## config.mk

```make
export PLATFORM = sky130hd
export DESIGN_NAME = fetch_pc_unit_flat
export DESIGN_NICKNAME = d
export VERILOG_FILES = /design/src/rtl/fetch_pkg.sv /design/src/rtl/fetch_pc_unit_if.sv /design/src/rtl/fetch_pc_unit_ifid_reg.sv /design/src/rtl/fetch_pc_unit.sv /design/src/flat_wrapper.sv
export SDC_FILE = /design/constraint.sdc
export NUM_CORES = 1
export LEC_CHECK = 0
export ABC_AREA = 1
export ABC_CLOCK_PERIOD_IN_PS = 1960
export BUFFER_PORTS_ARGS = -buffer_cell sky130_fd_sc_hd__buf_2
export CAP_MARGIN = 20
export CORE_UTILIZATION = 49
export CTS_BUF_LIST = sky130_fd_sc_hd__clkbuf_8 sky130_fd_sc_hd__clkbuf_16
export DETAILED_ROUTE_END_ITERATION = 16
export HOLD_SLACK_MARGIN = 0.05
export PLACE_DENSITY = 0.78
export SYNTH_ARGS = -nofsm -noshare
export SYNTH_HDL_FRONTEND = slang
export SYNTH_HIERARCHICAL = 1
export SYNTH_SLANG_ARGS = --single-unit
```

## constraint.sdc

```tcl
create_clock -name clk -period 1.96 [get_ports clk]
set_clock_uncertainty 0.15 [all_clocks]
set_input_delay 0.098 -clock clk [delete_from_list [all_inputs] [get_ports clk]]
set_output_delay 0.098 -clock clk [all_outputs]
set_load 0.01 [all_outputs]
```

## src/rtl/fetch_pkg.sv

```systemverilog
// Shared fetch-stage constants and FSM state encoding.
package fetch_pkg;

  localparam logic [31:0] RESET_PC_DEFAULT = 32'h0000_0000;
  localparam logic [31:0] PC_STEP          = 32'd4;
  localparam logic [31:0] FAULT_WORD       = 32'h0FFF_FFFF;
  localparam logic [31:0] NOP_WORD         = 32'h0000_0000;

  typedef enum logic [1:0] {
    BOOT  = 2'd0,
    RUN   = 2'd1,
    FAULT = 2'd2
  } fetch_state_e;

endpackage

```

## src/rtl/fetch_pc_unit_if.sv

```systemverilog
// Fetch-stage bus: hazard/redirect controls, instruction memory port, IF/ID outputs.
interface fetch_pc_unit_if;

  logic        stall_i;
  logic        flush_i;
  logic        redirect_valid_i;
  logic [31:0] redirect_target_i;
  logic [31:0] instr_addr_o;
  logic [31:0] instr_data_i;
  logic        ifid_valid_o;
  logic [31:0] ifid_pc_o;
  logic [31:0] ifid_pc_plus4_o;
  logic [31:0] ifid_instr_o;
  logic        fetch_fault_o;
  logic [31:0] fetch_count_o;

  // master: the fetch unit itself
  modport master (
    input  stall_i, flush_i, redirect_valid_i, redirect_target_i, instr_data_i,
    output instr_addr_o, ifid_valid_o, ifid_pc_o, ifid_pc_plus4_o, ifid_instr_o,
           fetch_fault_o, fetch_count_o
  );

  // slave: pipeline / memory environment around the fetch unit
  modport slave (
    output stall_i, flush_i, redirect_valid_i, redirect_target_i, instr_data_i,
    input  instr_addr_o, ifid_valid_o, ifid_pc_o, ifid_pc_plus4_o, ifid_instr_o,
           fetch_fault_o, fetch_count_o
  );

endinterface

```

## src/rtl/fetch_pc_unit_ifid_reg.sv

```systemverilog
// IF/ID pipeline register: clear (to invalid/NOP) beats load, otherwise holds.
module ifid_reg
  import fetch_pkg::*;
(
  input  logic        clk,
  input  logic        rst,
  input  logic        load,
  input  logic        clear,
  input  logic [31:0] pc_d,
  input  logic [31:0] pc_plus4_d,
  input  logic [31:0] instr_d,
  output logic        valid,
  output logic [31:0] pc,
  output logic [31:0] pc_plus4,
  output logic [31:0] instr
);

  always_ff @(posedge clk) begin
    if (rst || clear) begin
      valid    <= 1'b0;
      pc       <= '0;
      pc_plus4 <= '0;
      instr    <= NOP_WORD;
    end else if (load) begin
      valid    <= 1'b1;
      pc       <= pc_d;
      pc_plus4 <= pc_plus4_d;
      instr    <= instr_d;
    end
  end

endmodule

```

## src/rtl/fetch_pc_unit.sv

```systemverilog
// Fetch-stage controller: PC, BOOT/RUN/FAULT sequencing, fault flag and delivery counter.
module fetch_pc_unit
  import fetch_pkg::*;
#(
  parameter logic [31:0] RESET_PC = RESET_PC_DEFAULT
) (
  input logic              clk,
  input logic              rst,
  fetch_pc_unit_if.master  bus
);

  localparam logic [1:0] ST_BOOT  = BOOT;
  localparam logic [1:0] ST_RUN   = RUN;
  localparam logic [1:0] ST_FAULT = FAULT;

  logic [1:0]  state_q;
  logic [31:0] pc_q;
  logic [31:0] pc_seq;
  logic [31:0] count_q;
  logic        fault_q;
  logic        fault_hit;
  logic        ifid_load;
  logic        ifid_clear;

  assign pc_seq    = pc_q + PC_STEP;
  assign fault_hit = (bus.instr_data_i == FAULT_WORD);

  assign bus.instr_addr_o  = pc_q;
  assign bus.fetch_fault_o = fault_q;
  assign bus.fetch_count_o = count_q;

  // In FAULT the register is already invalid, so neither load nor clear is needed.
  always_comb begin
    ifid_load  = 1'b0;
    ifid_clear = 1'b0;
    case (state_q)
      ST_BOOT: ifid_clear = 1'b1;
      ST_RUN: begin
        if (bus.redirect_valid_i)                 ifid_clear = 1'b1;
        else if (bus.stall_i)                     ifid_clear = bus.flush_i;
        else if (fault_hit || bus.flush_i)        ifid_clear = 1'b1;
        else                                      ifid_load  = 1'b1;
      end
      default: ;
    endcase
  end

  always_ff @(posedge clk) begin
    if (rst) begin
      state_q <= ST_BOOT;
      pc_q    <= RESET_PC;
      fault_q <= 1'b0;
      count_q <= '0;
    end else begin
      case (state_q)
        ST_BOOT: state_q <= ST_RUN;
        ST_RUN: begin
          if (bus.redirect_valid_i) begin
            pc_q <= bus.redirect_target_i;
          end else if (!bus.stall_i) begin
            if (fault_hit) begin
              fault_q <= 1'b1;
              state_q <= ST_FAULT;
            end else begin
              pc_q <= pc_seq;
            end
          end
        end
        ST_FAULT: begin
          if (bus.redirect_valid_i) begin
            pc_q    <= bus.redirect_target_i;
            fault_q <= 1'b0;
            state_q <= ST_BOOT;
          end
        end
        default: state_q <= ST_BOOT;
      endcase
      if (ifid_load) count_q <= count_q + 32'd1;
    end
  end

  ifid_reg u_ifid (
    .clk        (clk),
    .rst        (rst),
    .load       (ifid_load),
    .clear      (ifid_clear),
    .pc_d       (pc_q),
    .pc_plus4_d (pc_seq),
    .instr_d    (bus.instr_data_i),
    .valid      (bus.ifid_valid_o),
    .pc         (bus.ifid_pc_o),
    .pc_plus4   (bus.ifid_pc_plus4_o),
    .instr      (bus.ifid_instr_o)
  );

endmodule

```

## src/flat_wrapper.sv

```systemverilog
// flat-port wrapper written by rule: the top's interface ports become plain ports
module fetch_pc_unit_flat import fetch_pkg::*;
#(
  parameter logic [31:0] RESET_PC = RESET_PC_DEFAULT
)
  (clk, rst, bus_stall_i, bus_flush_i, bus_redirect_valid_i, bus_redirect_target_i, bus_instr_data_i, bus_instr_addr_o, bus_ifid_valid_o, bus_ifid_pc_o, bus_ifid_pc_plus4_o, bus_ifid_instr_o, bus_fetch_fault_o, bus_fetch_count_o);
  fetch_pc_unit_if bus_i ();
  input logic clk;
  input logic rst;
  input wire logic [$bits(bus_i.stall_i)-1:0] bus_stall_i;
  input wire logic [$bits(bus_i.flush_i)-1:0] bus_flush_i;
  input wire logic [$bits(bus_i.redirect_valid_i)-1:0] bus_redirect_valid_i;
  input wire logic [$bits(bus_i.redirect_target_i)-1:0] bus_redirect_target_i;
  input wire logic [$bits(bus_i.instr_data_i)-1:0] bus_instr_data_i;
  output wire logic [$bits(bus_i.instr_addr_o)-1:0] bus_instr_addr_o;
  output wire logic [$bits(bus_i.ifid_valid_o)-1:0] bus_ifid_valid_o;
  output wire logic [$bits(bus_i.ifid_pc_o)-1:0] bus_ifid_pc_o;
  output wire logic [$bits(bus_i.ifid_pc_plus4_o)-1:0] bus_ifid_pc_plus4_o;
  output wire logic [$bits(bus_i.ifid_instr_o)-1:0] bus_ifid_instr_o;
  output wire logic [$bits(bus_i.fetch_fault_o)-1:0] bus_fetch_fault_o;
  output wire logic [$bits(bus_i.fetch_count_o)-1:0] bus_fetch_count_o;
  assign bus_i.stall_i = bus_stall_i;
  assign bus_i.flush_i = bus_flush_i;
  assign bus_i.redirect_valid_i = bus_redirect_valid_i;
  assign bus_i.redirect_target_i = bus_redirect_target_i;
  assign bus_i.instr_data_i = bus_instr_data_i;
  assign bus_instr_addr_o = bus_i.instr_addr_o;
  assign bus_ifid_valid_o = bus_i.ifid_valid_o;
  assign bus_ifid_pc_o = bus_i.ifid_pc_o;
  assign bus_ifid_pc_plus4_o = bus_i.ifid_pc_plus4_o;
  assign bus_ifid_instr_o = bus_i.ifid_instr_o;
  assign bus_fetch_fault_o = bus_i.fetch_fault_o;
  assign bus_fetch_count_o = bus_i.fetch_count_o;
  fetch_pc_unit #(.RESET_PC(RESET_PC)) u_core (.clk(clk), .rst(rst), .bus(bus_i));
endmodule
```

==> key figures <==
CTS
  – CTS max path bufs: 2
  – TritonCTS clock tree: built
  – Worst-path clk slew: 0.07 ns
  – CTS HTree Levels: 4
  – Worst-Skew Late Latency: 0.43 ns
  – Root Driver: clkbuf_16
  – Clock sinks: 164
  – Cts bufs inserted: 17

GRT
  – Total global-route track usage: 0.290
  – Total gr overflow: 0
  – Largest net degree at the start of global routing: 54
  – Vias in the first global route: 8,989
  – Global-route wire length before repair: 42,600 um
  – Initial antenna violation count: 3

Synthesis
  – Number of flops mapped to enable cells by yosys: 0
  – Top-area cell type share of the netlist area: 0.368
  – Distinct cells, synth: 37
  – Synth area leaders: dfxtp_1 37%, nand2_1 23%, nor2_1 14%, inv_1 7.0%, a21oi_1 2.5%
  – Post-synth ARST share: 0
  – Syn Inst Count: 1,471
  – Leading area contributor after synthesis: dfxtp_1
  – Commonest cells post-synth: 546 x nand2_1, 323 x nor2_1, 166 x inv_1
  – Post-Syn Area: 0.00893 mm2
  – Share of the yosys chip area belonging to registers: 0.368
  – Synth warnings: 6
  – Avg Cell Area, Syn: 6.07 um2
  – Count leader, synth: nand2_1
  – Synth Register Bits: 164
  – Syn nets: 1,545
  – Main flop type after synthesis: dfxtp_1

Timing
  – Max_slew headroom: 0.635
  – Final worst-path cycle share: 0.977
  – Fin. Hold Viols: 0
  – Actual slew at the worst max-slew pin: 0.545 ns
  – Fmax: 0.522 GHz
  – Max-slew violation count: 0
  – Tmin final: 1.91 ns
  – Setup-failing EPs final: 0
  – Final hold slack: 0.112 ns
  – Final WS setup: 0.0454 ns

Power and ir drop
  – Cell-internal power: 6.10 mW
  – Sequential share of power: 0.411
  – Pwr Density: 722 mW/mm2
  – Leak: 5.58 nW
  – Comb power frac: 0.206
  – Clock share of power: 0.382
  – Switching Share: 0.306
  – Peak supply drop: 697 uV
  – Sw Pwr: 2.69 mW

Drt
  – Routed WL: 28,900 um
  – DRT Pass-1 Iters: 7
  – Avg WL per Cell: 14.1 um
  – Residual DRC: 0
  – Detail Route Antenna Nets: 0
  – DR vias/cell: 4.97
  – Starting DRT DRC Count: 658
  – Via count: 10,200

Setup path
  – Critical Path AT: 2.09 ns
  – CP startpoint kind: register
  – Critical path's top delay family: simple AND/OR/NAND/NOR gates
  – Crit-path max FO: 3
  – CP endpoint kind: register
  – WP data required: 2.14 ns
  – Crit-path slowest cell: dfxtp_1
  – CP Cell Sequence: ha_4 > nand2_2 > nor2_4 > nand3_2 > nor2_2 > xor2_1 > inv_1 > inv_1 > nand2_1 > nand2_1 > nor2_1
  – Slowest Stage Delay on Critical Path: 0.39 ns
  – Crit path buf inv count: 2
  – Critical path class: reg -> reg

Floorplan
  – Die width: 137 um
  – Die Ht: 137 um
  – Die area: 0.0188 mm2
  – IO Pins: 231
  – Initial Util: 0.499
  – Total core area: 0.0179 mm2
  – Rows: 49

Cells and area
  – Final instance area: 0.0122 mm2
  – Share of cells above drive strength 1: 0.219
  – NumNets Final: 1,873
  – Area delta synth->final: 36.3%
  – Final std cells w/o fill: 2,043

Outcome
  – Status: finished clean

Placement
  – Post-DP HPWL: 19,200 um
  – Final Wtd Congestion: 1.00
  – Placed Area: 0.0106 mm2
  – Port-buffer cells: 230
  – Placed insts: 1,926
  – Post-Place Worst Slack: -0.0320 ns

Flow run
  – Max cap viols: 0

Worst hold path
  – Hold WC Path Type: in -> reg
[state kept, by name, indices dropped and copies added, names as in the netlist]
signal	cells
u_core/state_q	2
u_core/bus.instr_addr_o	32
u_core/u_ifid/valid	1
u_core/u_ifid/pc_plus4	32
u_core/u_ifid/pc	32
u_core/bus.fetch_fault_o	1
u_core/u_ifid/instr	32
u_core/bus.fetch_count_o	32
[worst reg2reg max path, stage by stage (launching register included)]
cell     delay [ns]
dfxtp_1        0.39
ha_4           0.19
nand2_2        0.10
nor2_4         0.20
nand3_2        0.14
nor2_2         0.14
xor2_1         0.21
inv_1          0.06
inv_1          0.09
nand2_1        0.06
nand2_1        0.05
nor2_1         0.04
[cell families (layout without fill, tap and decap cells)]
| kind of cell | count (synthesis) | in the layout | share of synthesized area |
|---|---|---|---|
| buffers and inverters | 232 | 573 | 0.108 |
| AO/OA/AOI/OAI | 60 | 60 | 0.0356 |
| adder cells (fa/ha/maj) | 5 | 5 | 0.00700 |
| multiplexers | 4 | 4 | 0.00448 |
| other | 0 | 2 | 0 |
| XOR/XNOR | 27 | 27 | 0.0282 |
| flip-flops | 164 | 164 | 0.368 |
| AND/OR/NAND/NOR | 979 | 979 | 0.449 |
[worst paths after layout]
path | start | end | cells after the start | slack (ns)
setup / recovery | u_core/bus.instr_addr_o[3] | u_core/u_ifid/pc_plus4[22] | 11 | 0.05
setup reg to reg | u_core/bus.instr_addr_o[3] | u_core/u_ifid/pc_plus4[22] | 11 | 0.05
hold reg to reg | u_core/u_ifid/valid | u_core/u_ifid/valid | 1 | 0.31
hold / removal | bus_stall_i | u_core/state_q[1] | 6 | 0.11
[power groups by stage]
stage	clock network, mW	registers (mW)	logic [mW]
4_1_cts	3.41	3.60	1.68
3_3_place_gp	0	3.68	1.53
5_1_grt	3.56	3.63	2.01
2_1_floorplan	0	3.72	0.925
6_report	3.36	3.62	1.82
3_5_place_dp	0	3.68	1.56
[routing by layer]
metal | track usage | share of wire
met2 | 0.495 | 0.48
met4 | 0.127 | 0.036
met3 | 0.0619 | 0.068
met1 | 0.349 | 0.41
met5 | 0 | 0.00028
[area by class of cell]
cell class / instances / area, um2
diodes: 2 / 5.00
multi-input cells: 1075 / 4790
clock inverters: 15 / 155
well taps: 229 / 287
inverters: 175 / 669
flip-flops and latches: 164 / 3290
repair buffers: 364 / 2530
repair inverters: 2 / 17.5
fillers: 1546 / 5730
clock buffers: 17 / 425
[repair_timing]
action / 4_1_cts / 5_1_grt
hold endpoints to repair: 95 / 1
gates cloned: 0 / 6
buffers inserted: 0 / 11
endpoints found under the setup margin: 32 / 155
pin swaps: 0 / 7
hold buffers: 68 / 1
resized for setup: 1 / 39
[layout by cell type (no fill, tap or decap), types with 3 or more instances in the layout]
master / count
nand2_2: 13
dlygate4sd3_1: 68
nor3_1: 10
ha_1: 3
and2_1: 4
xor2_1: 23
nor2_4: 14
nand3b_1: 9
o21ai_0: 6
nand3_1: 36
nand3_4: 5
nand2_1: 537
a21oi_1: 44
nor2_2: 9
buf_4: 51
mux2i_1: 4
nand4_1: 14
inv_1: 167
buf_2: 227
nor2_1: 319
inv_2: 7
dfxtp_2: 4
dfxtp_1: 160
clkbuf_16: 20
buf_6: 5
o21ai_1: 4
buf_12: 8
inv_6: 7
clkinvlp_4: 5
[stage by stage]
stage	TNS, ns	util	total power, mW
finish	0	0.680	8.79
global route	-0.0272	0.680	9.20
CTS	0	0.662	8.69
detailed placement	-0.279	0.591	5.24
global placement	0	0.591	5.21
floorplan	0	-	4.65
No activity file was read; power rests on OpenSTA's default activity.
